===== src/rtl/next_pc_unit_pkg.sv =====
// Shared definitions for the fetch-stage next-PC unit: mode codes and small helpers.
// Fetch and the control decoder use the same mode encoding.
package next_pc_unit_pkg;

    typedef enum logic [2:0] {
        NPC_SEQ  = 3'd0,
        NPC_BR   = 3'd1,
        NPC_J    = 3'd2,
        NPC_JAL  = 3'd3,
        NPC_JR   = 3'd4,
        NPC_JALR = 3'd5,
        NPC_RET  = 3'd6
    } npc_mode_e;

    localparam int JUMP_REGION_LSB = 28;

    // Modes that write the link value into the return-address stack.
    function automatic logic npc_is_call(input logic [2:0] mode);
        return (mode == NPC_JAL) || (mode == NPC_JALR);
    endfunction

endpackage


===== src/rtl/next_pc_unit_ras_stack.sv =====
// Circular return-address stack: push overwrites the oldest entry when full,
// pop on empty is ignored, and the count saturates at DEPTH.
module ras_stack
    import next_pc_unit_pkg::*;
#(
    parameter int DEPTH = 4,
    parameter int W     = 32
) (
    input  logic                       clk,
    input  logic                       rst_n,
    input  logic                       push,
    input  logic                       pop,
    input  logic [W-1:0]               push_data,
    output logic [W-1:0]               top,
    output logic [$clog2(DEPTH):0]     count
);

    localparam int PTR_W = $clog2(DEPTH);
    localparam int CNT_W = PTR_W + 1;

    logic [W-1:0]     mem_q [DEPTH];
    logic [PTR_W-1:0] ptr_q, ptr_d;
    logic [CNT_W-1:0] count_q, count_d;
    logic [PTR_W-1:0] top_idx;
    logic             full;
    logic             empty;

    assign full    = (count_q == CNT_W'(DEPTH));
    assign empty   = (count_q == '0);
    assign top_idx = ptr_q - PTR_W'(1);
    // Top is read combinationally so a return can redirect in the cycle it is decoded.
    assign top     = mem_q[top_idx];
    assign count   = count_q;

    always_comb begin
        ptr_d   = ptr_q;
        count_d = count_q;
        if (push) begin
            ptr_d   = ptr_q + PTR_W'(1);
            count_d = full ? count_q : count_q + CNT_W'(1);
        end else if (pop && !empty) begin
            ptr_d   = top_idx;
            count_d = count_q - CNT_W'(1);
        end
    end

    always_ff @(posedge clk or negedge rst_n) begin
        if (!rst_n) begin
            ptr_q   <= '0;
            count_q <= '0;
        end else begin
            ptr_q   <= ptr_d;
            count_q <= count_d;
        end
    end

    // Storage is deliberately left uncleared by reset; the count gates what is reachable.
    always_ff @(posedge clk) begin
        if (push) begin
            mem_q[ptr_q] <= push_data;
        end
    end

endmodule


===== src/rtl/next_pc_unit.sv =====
// MIPS fetch next-PC generator: PC register, target selection, link value,
// redirect/alignment flags and a return-address stack for fast returns.
module next_pc_unit
    import next_pc_unit_pkg::*;
#(
    parameter int          ADDR_W    = 32,
    parameter logic [31:0] RESET_PC  = 32'h0000_0000,
    parameter int          RAS_DEPTH = 4
) (
    input  logic                         clk,
    input  logic                         rst_n,
    input  logic                         stall_i,
    input  logic [2:0]                   mode_i,
    input  logic                         br_taken_i,
    input  logic [15:0]                  imm_i,
    input  logic [25:0]                  instr_index_i,
    input  logic [ADDR_W-1:0]            rs_val_i,
    output logic [ADDR_W-1:0]            pc_o,
    output logic [ADDR_W-1:0]            link_o,
    output logic                         redirect_o,
    output logic                         addr_err_o,
    output logic [$clog2(RAS_DEPTH):0]   ras_cnt_o
);

    localparam logic [ADDR_W-1:0] RESET_PC_EXT = ADDR_W'(RESET_PC);

    logic [ADDR_W-1:0]          pc_q, pc_d;
    logic                       redirect_q, redirect_d;
    logic                       addr_err_q, addr_err_d;
    logic [ADDR_W-1:0]          pc_plus4;
    logic [ADDR_W-1:0]          br_offset;
    logic [ADDR_W-1:0]          jump_target;
    logic [ADDR_W-1:0]          reg_target;
    logic [ADDR_W-1:0]          ras_top;
    logic [$clog2(RAS_DEPTH):0] ras_count;
    logic                       ras_push;
    logic                       ras_pop;

    assign pc_plus4    = pc_q + ADDR_W'(4);
    assign br_offset   = {{(ADDR_W-18){imm_i[15]}}, imm_i, 2'b00};
    assign jump_target = {pc_plus4[ADDR_W-1:JUMP_REGION_LSB], instr_index_i, 2'b00};
    assign reg_target  = {rs_val_i[ADDR_W-1:2], 2'b00};

    assign ras_push = !stall_i && npc_is_call(mode_i);
    assign ras_pop  = !stall_i && (mode_i == NPC_RET) && (ras_count != '0);

    always_comb begin
        pc_d       = pc_plus4;
        addr_err_d = 1'b0;
        if (stall_i) begin
            pc_d = pc_q;
        end else begin
            case (mode_i)
                NPC_BR:            pc_d = br_taken_i ? pc_plus4 + br_offset : pc_plus4;
                NPC_J, NPC_JAL:    pc_d = jump_target;
                NPC_JR, NPC_JALR: begin
                    pc_d       = reg_target;
                    addr_err_d = (rs_val_i[1:0] != 2'b00);
                end
                NPC_RET: begin
                    // Empty stack falls back to the register operand, like JR.
                    if (ras_count != '0) begin
                        pc_d = ras_top;
                    end else begin
                        pc_d       = reg_target;
                        addr_err_d = (rs_val_i[1:0] != 2'b00);
                    end
                end
                default:           pc_d = pc_plus4;
            endcase
        end
        redirect_d = !stall_i && (pc_d != pc_plus4);
    end

    always_ff @(posedge clk or negedge rst_n) begin
        if (!rst_n) begin
            pc_q       <= RESET_PC_EXT;
            redirect_q <= 1'b0;
            addr_err_q <= 1'b0;
        end else begin
            pc_q       <= pc_d;
            redirect_q <= redirect_d;
            addr_err_q <= addr_err_d;
        end
    end

    ras_stack #(
        .DEPTH (RAS_DEPTH),
        .W     (ADDR_W)
    ) u_ras (
        .clk       (clk),
        .rst_n     (rst_n),
        .push      (ras_push),
        .pop       (ras_pop),
        .push_data (pc_plus4),
        .top       (ras_top),
        .count     (ras_count)
    );

    assign pc_o       = pc_q;
    assign link_o     = pc_plus4;
    assign redirect_o = redirect_q;
    assign addr_err_o = addr_err_q;
    assign ras_cnt_o  = ras_count;

endmodule


===== config.mk =====
export PLATFORM = sky130hd
export DESIGN_NAME = next_pc_unit
export DESIGN_NICKNAME = d
export VERILOG_FILES = /design/src/rtl/next_pc_unit_pkg.sv /design/src/rtl/next_pc_unit_ras_stack.sv /design/src/rtl/next_pc_unit.sv
export SDC_FILE = /design/constraint.sdc
export NUM_CORES = 1
export LEC_CHECK = 0
export BUFFER_PORTS_ARGS = -buffer_cell sky130_fd_sc_hd__buf_2
export CORE_ASPECT_RATIO = 0.6
export CORE_MARGIN = 10
export CORE_UTILIZATION = 39
export CTS_CLUSTER_DIAMETER = 40
export CTS_CLUSTER_SIZE = 25
export DETAILED_ROUTE_END_ITERATION = 6
export GPL_TIMING_DRIVEN = 0
export PLACE_DENSITY = 0.64
export SLEW_MARGIN = 20
export SYNTH_ARGS = -nofsm -noshare
export SYNTH_HDL_FRONTEND = slang
export SYNTH_HIERARCHICAL = 1
export SYNTH_SLANG_ARGS = --single-unit

===== constraint.sdc =====
create_clock -name clk -period 9.3 [get_ports clk]
set_clock_uncertainty 0.2 [all_clocks]
set_input_delay 0.93 -clock clk [delete_from_list [all_inputs] [get_ports clk]]
set_output_delay 0.93 -clock clk [all_outputs]
set_load 0.02 [all_outputs]

==> run summary, run 1 <==
Sequential cell area fraction in the yosys report -> 42.75%
Die Y -> 151.7 um
Largest net degree at the start of global routing -> 40
Critical Path Most Common Cell -> clkbuf_1
Post-synth net total -> 1196
CP max stage delay -> 0.73 ns
Per-cell routed wire length -> 28.00 um
Placed cells -> 1603
First-pass GRT wire length -> 66060 um
Root Buffer -> clkbuf_16
CP endpoint kind -> register
Max cap viols -> 0
Initial antenna violation count -> 0
Power, Total -> 3.363 mW
Final WL -> 45780 um
Drt first pass iters -> 7
Starting density of the core -> 39.43%
Post-synth EDFFs -> 128
Share of cells above drive strength 1 -> 21.67%
Dpl hpwl -> 34980 um
Post-DP Area -> 12620 um2
Setup violations, final -> 0
Fmax -> 0.1493 GHz
DR DRC count -> 1
Least-Margin Pin Slew -> 1.180 ns
# nets final -> 1368
CTS resizes -> 0
Synth unique cells -> 95
Worst Setup Slack, final -> 2.603 ns
Ys Warns -> 6
Outcome -> complete, but fails checks
Worst IR Drop VDD -> 0.1367 mV
Post-CTS Setup Bufs -> 0
Num rows -> 48
WS Path Type -> reg -> reg
Failing checks -> design-rule violations
CP Max Fanout -> 10
Hold buffers post-CTS -> 0
Final ANT Viol Nets -> 0
Minimum hold slack -> 0.3135 ns
GPL Wtd Cong -> 1.018
Critical Path RT -> 9.37 ns
Min cycle time layout -> 6.697 ns
CTS Sinks -> 167
Power Density -> 253.9 nW/um2
Final core occ -> 46.33%
Lkg Pwr -> 4.999 nW
Main synth FF type -> edfxtp_1
I/O pin count -> 150
Slew Limit Headroom -> 20.48%
Core Area -> 28590 um2
Non-filler cells, final -> 1635
Unrepaired setup endpoints after global routing -> no
Vias in the first global route -> 9806
Iter 0 DRT Violations -> 1253
Worst r2r path cells -> 18
CTS tree -> built
Setup TNS -> 0 ns
Worst reg2reg setup slack -> 2.60 ns
Clock buffer depth -> 2
Worst EP arrival -> 6.77 ns
Synth-to-Final Area Change -> 17.49%
# H-tree levels -> 4
Critical path cell sequence -> clkbuf_1 > and4_1 > clkbuf_1 > nand4_1 > nor3_2 > xnor2_1 > ha_1 > clkbuf_1 > nand4_1 > or3_1 > a2111oi_1 > nor3_1 > mux2i_1 > o32ai_1 > nor4_1 > nand3_1 > nor4_2 > a31oi_1
Cell area after layout -> 13250 um2
DR vias -> 10368
Fin. Hold Viols -> 0
Die area -> 36330 um2
CTS Buf Count -> 17
Vias per cell -> 6.341
Synthesized area per cell -> 10.49 um2
Cell Area, Synth -> 11270 um2
Skew-Pair Late Insertion Delay -> 0.45 ns
Synth async-reset ratio -> 23.35%
Dpl ws -> 2.641 ns
Worst r2r src -> pc_o[2]$_DFF_PN0_
Critical-path top delay cell -> a2111oi_1
Gr ovfl total -> 0
Clk slew on worst S/H paths -> 0.08 ns
Capturing point of the worst reg2reg path -> redirect_o$_DFF_PN0_
Startpoint types -> register
Die W -> 239.5 um
Hold Crit Class -> in -> async
Mapped Cells -> 1075
Fin. max-slew vios -> 0
GRT Util Overall -> 24.93%
PortBufs -> 148
Yosys reg bits -> 167
Ant diodes -> 0
Tcrit/Tclk final -> 72.01%
==> worst max-delay path by stage <==
stage	start	to	slack, ns	cells after the start
floorplan	pc_o[6]$_DFF_PN0_	redirect_o$_DFF_PN0_	4.07	18
global placement	pc_o[2]$_DFF_PN0_	redirect_o$_DFF_PN0_	2.61	18
detailed placement	pc_o[2]$_DFF_PN0_	redirect_o$_DFF_PN0_	2.64	18
CTS	pc_o[2]$_DFF_PN0_	redirect_o$_DFF_PN0_	2.58	18
global route	pc_o[2]$_DFF_PN0_	redirect_o$_DFF_PN0_	1.94	18
finish	pc_o[2]$_DFF_PN0_	redirect_o$_DFF_PN0_	2.60	18
==> metal layers <==
| metal | GRT usage, % | vias up | routed length [um] |
|---|---|---|---|
| li1 | - | 4548 | - |
| met1 | 36.00 | 5154 | 20930 |
| met2 | 34.81 | 615 | 18530 |
| met3 | 8.382 | 51 | 5536 |
| met4 | 6.307 | 0 | 786 |
| met5 | 0 | - | 0 |
==> cells in the mapped netlist, drive strengths merged, types with 9 or more instances <==
master	count	area [um2]
nand4	29	181.4
xnor2	32	280.3
a221oi	17	166.4
edfxtp	128	3844
mux2i	15	150.1
mux4	32	735.7
clkbuf	46	172.7
nor2	63	236.5
nand3	43	227.7
a211o	9	78.83
nand2	84	315.3
or3	9	61.31
buf	28	198.9
dfrtp	39	975.9
a21oi	79	395.4
nor3	28	145.1
o21a	17	127.6
xor2	19	173.9
a221o	15	150.1
and2	13	83.84
o21ai	47	235.2
and3	20	130.1
nor4	15	133.9
a21o	17	127.6
o211ai	11	82.58
nand2b	9	56.30
inv	30	112.6
ha	38	475.5
==> state kept, by name (all words and copies together), names as in the netlist <==
signal,flops
u_ras/mem_q,128
u_ras/ptr_q,2
u_ras/count,3
addr_err_o,1
redirect_o,1
pc_o,32
==> cells by family (layout without fill, tap and decap cells) <==
logic type	count (synthesis)	after routing	share of synthesized area, %
flops	167	167	42.75
simple gates	355	355	16.85
fa+ha+maj	40	40	4.573
buf+inv	104	289	4.295
compound gates	307	307	19.25
xor+xnor	51	51	4.029
mux	51	51	8.257
==> power breakdown <==
part / internal (mW) / total (mW) / switching [mW]
combinational: 0.590 / 1.58 / 0.993
sequential: 0.921 / 1.00 / 0.0807
clock: 0.452 / 0.779 / 0.327
total: 1.96 / 3.36 / 1.40
==> placed cells by master, fill, tap and decap left out, drive strengths merged, types with 20 or more instances in the layout <==
cell,netlist,layout
a21oi,79,79
and3,20,20
buf,28,181
clkbuf,46,64
dfrtp,39,39
edfxtp,128,128
ha,38,38
inv,30,32
mux4,32,32
nand2,84,84
nand3,43,43
nand4,29,29
nor2,63,63
nor3,28,28
o21ai,47,47
xnor2,32,32
==> worst max-delay path, delay by kind of cell (launching register included) <==
kind / cells / cell delay [ns]
simple gates: 9 / 2.79
compound gates: 3 / 1.05
buf+inv: 3 / 1.02
mux: 1 / 0.41
flops: 1 / 0.37
fa+ha+maj: 1 / 0.35
xor+xnor: 1 / 0.30
==> cell type report <==
type,instances,area [um2]
Tap cell,375,469.2
Timing Repair Buffer,153,858.3
Clock inverter,14,198.9
Fill cell,2709,15340
Buffer,74,371.6
Multi-Input combinational cell,804,5986
Clock buffer,18,429.2
Inverter,30,112.6
Sequential cell,167,4820
Power figures use the tool's default switching activity.
==> inputs of run 2 (changes only) <==
Settings changed: ABC_AREA set to 1, PLACE_DENSITY 0.64 to 0.66.
Clock period 9.3 ns to 5.5 ns, I/O delays scaled along.
==> run 2 against run 1 <==
Against the previous run:
- the flow now finishes without violations
- non-clock buffer count shrank 33
- cell count is 33% higher
- critical path depth up 4
- critical path type unchanged
- synthesized area grew 4.1%
- hold slack better by 0.012 ns
- critical endpoint unchanged
- clock power up 59%
- die area increased by 3.7%
- cell area rose by 3.4%
- largest power group unchanged
- combinational power is 110% higher
==> run summary, run 2 <==
Core Area -> 29800 um2 (+4.2%)
CTS Sinks -> 167 (unchanged)
Setup TNS -> 0 ns (unchanged)
Share of cells above drive strength 1 -> 16.25% (-5.4 points)
Outcome -> finished clean
Post-synth net total -> 1701 (+42%)
Vias in the first global route -> 10883 (+11%)
Die Y -> 154.4 um (+1.8%)
Min cycle time layout -> 5.057 ns (-1.640 ns)
Initial antenna violation count -> 0 (unchanged)
Mapped Cells -> 1580 (+47%)
Multiplexer share of the synthesized area -> 0% (-8.3 points)
Dpl ws -> 0.2367 ns (-2.404 ns)
# H-tree levels -> 4 (unchanged)
Count leader, synth -> nand2_1
Adder-Cell Fraction of Synth Area -> 4.393% (-0.18 points)
Commonest non-fill, non-tap cell in the layout -> nand2_1
Most frequent cells in the layout -> 519 x nand2_1, 208 x inv_1, 159 x buf_2, 150 x nor2_1, 132 x nand3_1
Power, Total -> 6.263 mW (+86%)
Cells on Worst Hold Path -> 5
Clock buffer depth -> 2 (unchanged)
DR DRC count -> 0 (-1)
Sequential cell area fraction in the yosys report -> 41.07% (-1.7 points)
Cell Area, Synth -> 11740 um2 (+4.1%)
Final ANT Viol Nets -> 0 (unchanged)
Starting density of the core -> 39.38% (-0.050 points)
Gr ovfl total -> 0 (unchanged)
Post-synth EDFFs -> 128 (unchanged)
Synth Area in Compound Gates -> 10.93% (-8.3 points)
WS Path Type -> reg -> reg
Clk slew on worst S/H paths -> 0.07 ns (about the same)
Iter 0 DRT Violations -> 1316 (+5.0%)
Ant diodes -> 0 (unchanged)
Post-Synth XOR/XNOR Area -> 0.9489% (-3.1 points)
Largest reg by FF count -> u_ras/mem_q
Drt first pass iters -> 5 (-2)
Ys Warns -> 6 (unchanged)
Setup crit start -> pc_o[2]$_DFF_PN0_
Num rows -> 49 (+2.1%)
Largest net degree at the start of global routing -> 40 (unchanged)
Root Buffer -> clkbuf_16
CP Max Fanout -> 9 (-1)
Synth top area cells -> edfxtp_1 33%, nand2_1 17%, dfrtp_1 8.3%
Unrepaired setup endpoints after global routing -> no
Synth async-reset ratio -> 23.35% (unchanged)
Tcrit/Tclk final -> 91.94% (+20 points)
Worst Setup Slack, final -> 0.4431 ns (-2.160 ns)
Least-Margin Pin Slew -> 1.121 ns (-0.05913 ns)
First-pass GRT wire length -> 65730 um (-0.50%)
Die W -> 243.9 um (+1.9%)
Yosys top cell area share -> 32.75% (-1.3 points)
Synth Area in Simple Gates -> 33.32% (+16 points)
GPL Wtd Cong -> 0.9601 (-5.7%)
Minimum hold slack -> 0.3259 ns (+0.01240 ns)
Synth unique cells -> 46 (-52%)
PortBufs -> 149 (+0.68%)
Largest register FFs -> 128 (unchanged)
Skew-Pair Late Insertion Delay -> 0.44 ns (about the same)
GRT Util Overall -> 22.89% (-2.0 points)
Main synth FF type -> edfxtp_1
Dpl hpwl -> 35470 um (+1.4%)
Vias per cell -> 5.316 (-16%)
CTS resizes -> 0 (unchanged)
Top cells by count, synth -> 519 x nand2_1, 212 x inv_1, 150 x nor2_1, 132 x nand3_1, 128 x edfxtp_1
Lkg Pwr -> 6.531 nW (+31%)
Synthesized area per cell -> 7.427 um2 (-29%)
# nets final -> 1874 (+37%)
Die area -> 37660 um2 (+3.7%)
Power Density -> 457.1 nW/um2 (+80%)
Critical Path RT -> 5.58 ns (-3.79 ns)
Worst r2r src -> pc_o[2]$_DFF_PN0_
Post-CTS Setup Bufs -> 0 (unchanged)
Worst Setup EP -> redirect_o$_DFF_PN0_
Slew Limit Headroom -> 25.00% (+4.5 points)
CP endpoint kind -> register
Setup violations, final -> 0 (unchanged)
Worst r2r path cells -> 22 (+4)
Top cell type by total area after synthesis -> edfxtp_1
Final WL -> 44290 um (-3.3%)
Yosys reg bits -> 167 (unchanged)
CTS tree -> built
CTS Buf Count -> 17 (unchanged)
Synth-to-Final Area Change -> 16.76%
Worst EP arrival -> 5.14 ns (-1.63 ns)
DR vias -> 11558 (+11%)
Fin. max-slew vios -> 0 (unchanged)
I/O pin count -> 150 (unchanged)
Hold buffers post-CTS -> 0 (unchanged)
Hold Crit Class -> in -> reg
Worst reg2reg setup slack -> 0.44 ns (-2.16 ns)
Max cap viols -> 0 (unchanged)
Capturing point of the worst reg2reg path -> redirect_o$_DFF_PN0_
Per-cell routed wire length -> 20.37 um (-27%)
Fmax -> 0.1977 GHz (+32%)
Startpoint types -> register
Main combinational cell family by area after synthesis -> simple AND/OR/NAND/NOR gates
Worst IR Drop VDD -> 0.2275 mV (+66%)
Fin. Hold Viols -> 0 (unchanged)
-- run 2: per-layer routing --
metal / vias to the layer above / global-route usage [%] / wire (um)
met5: - / 0 / 0
met1: 5496 / 32.61 / 19780
li1: 5505 / - / -
met4: 0 / 5.773 / 828
met2: 514 / 35.96 / 19720
met3: 43 / 3.010 / 3957
-- run 2: critical path, cell delays in order (launching register included) --
cell	delay [ns]
dfrtp_1	0.57
ha_1	0.35
nand2_1	0.20
nor2_4	0.25
nand2_4	0.14
xor2_2	0.61
ha_1	0.41
nand2_1	0.10
inv_1	0.05
a21oi_1	0.31
nand3_1	0.29
nand2_1	0.15
nand2_1	0.06
nand2_1	0.06
nand3_1	0.20
nand4_1	0.18
nand3_1	0.09
nand2_1	0.12
nand2_1	0.06
nor2_1	0.20
nand3_1	0.10
nor2_1	0.13
nor2_1	0.06
-- run 2: logic make-up (layout without fill, tap and decap cells) --
kind of cell | after synthesis | count (layout)
AND/OR/NAND/NOR | 892 | 892
buffers and inverters | 264 | 450
AO/OA/AOI/OAI | 206 | 206
flip-flops | 167 | 167
adder cells (fa/ha/maj) | 40 | 40
XOR/XNOR | 11 | 11
-- run 2: how the worst min path moves through the flow --
stage | startpoint | end | slack [ns]
after floorplan | rst_n | addr_err_o$_DFF_PN0_ | 0.05
after global placement | u_ras/ptr_q[1]$_DFFE_PN0P_ | u_ras/ptr_q[1]$_DFFE_PN0P_ | 0.34
after detailed placement | u_ras/count[1]$_DFFE_PN0P_ | u_ras/count[1]$_DFFE_PN0P_ | 0.37
after CTS | rst_n | u_ras/count[0]$_DFFE_PN0P_ | 0.15
after global routing | rs_val_i[23] | pc_o[23]$_DFF_PN0_ | 0.36
final | rs_val_i[28] | pc_o[28]$_DFF_PN0_ | 0.33
-- run 2: area by class of cell --
type / count / area, um2
inverter: 224 / 845.8
sequential: 167 / 4820
multi-input combinational: 1149 / 5827
timing repair buffer: 154 / 845.8
clock inverter: 13 / 160.2
buffer: 40 / 250.2
fill: 3044 / 16090
clock buffer: 19 / 442.9
tap: 408 / 510.5
-- run 2: stage by stage --
stage | util [%] | std cells | instance area, um2
floorplan | - | 1580 | 11740
detailed placement | 43.89 | 2141 | 13080
CTS | 45.92 | 2173 | 13680
finish | 45.99 | 2174 | 13700
global route | 45.99 | 2174 | 13700
global placement | 43.60 | 2137 | 12990
-- run 2: power by group --
group	internal (mW)	switching, mW	leakage, nW
combinational	1.00	2.30	4.63
sequential	1.56	0.153	1.61
clock	0.697	0.548	0.295
total	3.26	3.00	6.53
==> inputs of run 3 (changes only) <==
Settings changed: CORE_MARGIN 10 to not set.
==> run 3 against run 2 <==
Against the previous run:
- highest routed layer unchanged
- global-route usage rose by 5.5 points
- clock-buffer cell count down 2
- combinational power is 1% lower
- largest cell class unchanged
- critical path depth is the same
- die area fell by 18%
- cell count shrank 0.41%
==> run summary, run 3 (same netlist as run 2, synthesis figures left out) <==
Setup TNS -> 0 ns (unchanged)
Critical Path Most Common Cell -> nand3_1
Setup violations, final -> 0 (unchanged)
Fin. max-slew vios -> 0 (unchanged)
Die area -> 30810 um2 (-18%)
Vias per cell -> 5.358 (+0.78%)
Fin. Hold Viols -> 0 (unchanged)
Non-filler cells, final -> 2165 (-0.41%)
Critical Path RT -> 5.60 ns (+0.02 ns)
Post-DP Area -> 13040 um2 (-0.29%)
Power, Total -> 6.187 mW (-1.2%)
Hold path startpoint -> rs_val_i[0]
Worst EP arrival -> 5.30 ns (+0.16 ns)
Dpl hpwl -> 33840 um (-4.6%)
Initial antenna violation count -> 0 (unchanged)
Count of buffer and inverter cells on the critical path -> 1 (unchanged)
GRT Util Overall -> 28.35% (+5.5 points)
Commonest non-fill, non-tap cell in the layout -> nand2_1
Vias in the first global route -> 10635 (-2.3%)
DR vias -> 11600 (+0.36%)
Hold Crit Class -> in -> reg
Min cycle time layout -> 5.207 ns (+0.1496 ns)
Critical path cell sequence -> ha_1 > nand2_1 > nor2_4 > nand2_4 > xor2_1 > ha_1 > nand2_1 > inv_1 > a21oi_1 > nand3_1 > nand3_1 > nand3_1 > nand3_1 > nand3_1 > nand2_1 > nand2_1 > nand2_1 > nand3_1 > nor2_1 > nand3_1 > nor2_1 > nor2_1
I/O pin count -> 150 (unchanged)
Dpl ws -> 0.4732 ns (+0.2365 ns)
CTS Buf Count -> 17 (unchanged)
Synth-to-Final Area Change -> 16.33%
PortBufs -> 149 (unchanged)
Hold buffers post-CTS -> 0 (unchanged)
Gr ovfl total -> 0 (unchanged)
Critical-path top delay cell -> xor2_1
Tcrit/Tclk final -> 94.66% (+2.7 points)
First-pass GRT wire length -> 63250 um (-3.8%)
Most frequent cells in the layout -> 519 x nand2_1, 208 x inv_1, 159 x buf_2, 150 x nor2_1, 132 x nand3_1
Per-cell routed wire length -> 19.86 um (-2.5%)
Drt first pass iters -> 5 (unchanged)
Largest register FFs -> 128 (unchanged)
Worst Setup Slack, final -> 0.2935 ns (-0.1496 ns)
Cells on Worst Hold Path -> 3 (-2)
Share of cells above drive strength 1 -> 16.20% (-0.047 points)
Num rows -> 48 (-2.0%)
# H-tree levels -> 4 (unchanged)
Unrepaired setup endpoints after global routing -> no
CTS Sinks -> 167 (unchanged)
Final ANT Viol Nets -> 0 (unchanged)
# nets final -> 1873 (-0.053%)
Startpoint types -> register
Power Density -> 453.2 nW/um2 (-0.85%)
CP max stage delay -> 0.93 ns (+0.32 ns)
CTS tree -> built
Fmax -> 0.1921 GHz (-2.9%)
Largest reg by FF count -> u_ras/mem_q
Final WL -> 42990 um (-2.9%)
WS Path Type -> reg -> reg
Root Buffer -> clkbuf_16
CP Depth -> 22 (unchanged)
Largest delay contributor family on the critical path -> simple AND/OR/NAND/NOR gates
Clk slew on worst S/H paths -> 0.07 ns (about the same)
Worst IR Drop VDD -> 0.2549 mV (+12%)
Worst r2r path cells -> 22 (unchanged)
Least-Margin Pin Slew -> 1.171 ns (+0.04952 ns)
CP endpoint kind -> register
Slew Limit Headroom -> 21.69% (-3.3 points)
Die W -> 225.9 um (-7.4%)
Setup crit start -> pc_o[2]$_DFF_PN0_
Worst r2r src -> pc_o[2]$_DFF_PN0_
Clock buffer depth -> 2 (unchanged)
Starting density of the core -> 40.20% (+0.82 points)
Post-CTS Setup Bufs -> 0 (unchanged)
Largest net degree at the start of global routing -> 40 (unchanged)
Core Area -> 29190 um2 (-2.0%)
CP Max Fanout -> 9 (unchanged)
CTS resizes -> 0 (unchanged)
Outcome -> finished clean
Placed cells -> 2132 (-0.42%)
GPL Wtd Cong -> 0.9600 (about the same)
Lkg Pwr -> 6.512 nW (-0.30%)
Ant diodes -> 0 (unchanged)
Max cap viols -> 0 (unchanged)
Die Y -> 136.4 um (-12%)
DR DRC count -> 0 (unchanged)
Iter 0 DRT Violations -> 1265 (-3.9%)
Cell area after layout -> 13650 um2 (-0.37%)
Skew-Pair Late Insertion Delay -> 0.44 ns (about the same)
-- run 3: cell types whose count changed in the layout (fill, tap and decap cells not counted), moves of 2 or more --
cell and delta:
inv_8 +3, bufinv_16 -2, clkinv_2 -2, clkinv_8 +3
-- run 3: through the flow --
stage	hold slack [ns]	util, %
6_report	0.2375	46.77
5_1_grt	0.2730	46.77
4_1_cts	0.1675	46.73
3_5_place_dp	0.3697	44.68
3_3_place_gp	0.3492	44.47
2_1_floorplan	0.05441	-
-- run 3: final timing paths --
kind                                              end  slack, ns
setup reg to reg                 redirect_o$_DFF_PN0_       0.29
max in group asynchronous          pc_o[16]$_DFF_PN0_       4.14
hold reg to reg            u_ras/ptr_q[1]$_DFFE_PN0P_       0.39
hold / removal                   addr_err_o$_DFF_PN0_       0.24
setup / recovery                 redirect_o$_DFF_PN0_       0.29
min in group asynchronous           pc_o[1]$_DFF_PN0_       0.50
-- run 3: area by class of cell --
| type | instances | area [um2] |
|---|---|---|
| buffer | 40 | 250.2 |
| fill | 2900 | 15540 |
| multi-input combinational | 1149 | 5819 |
| tap | 400 | 500.5 |
| inverter | 224 | 845.8 |
| timing repair buffer | 153 | 818.3 |
| clock inverter | 15 | 172.7 |
| sequential | 167 | 4820 |
| clock buffer | 17 | 425.4 |
-- run 3: metal layers --
metal	up-vias	share of wire [%]	GRT usage, %
met3	48	10	5.619
li1	5505	-	-
met5	-	0	0
met2	596	42	42.12
met1	5451	46	42.02
met4	0	1.7	6.500
-- run 3: worst min-delay path: cells and delay by family --
family | cells | cell delay (ns)
simple gates | 1 | 0.14
buf+inv | 1 | 0.07
compound gates | 1 | 0.06
-- run 3: where the power goes --
group	internal, mW	total, mW	switching, mW
Sequential	1.56	1.72	0.158
Clock	0.614	1.20	0.590
Combinational	0.999	3.26	2.27
Total	3.17	6.19	3.01
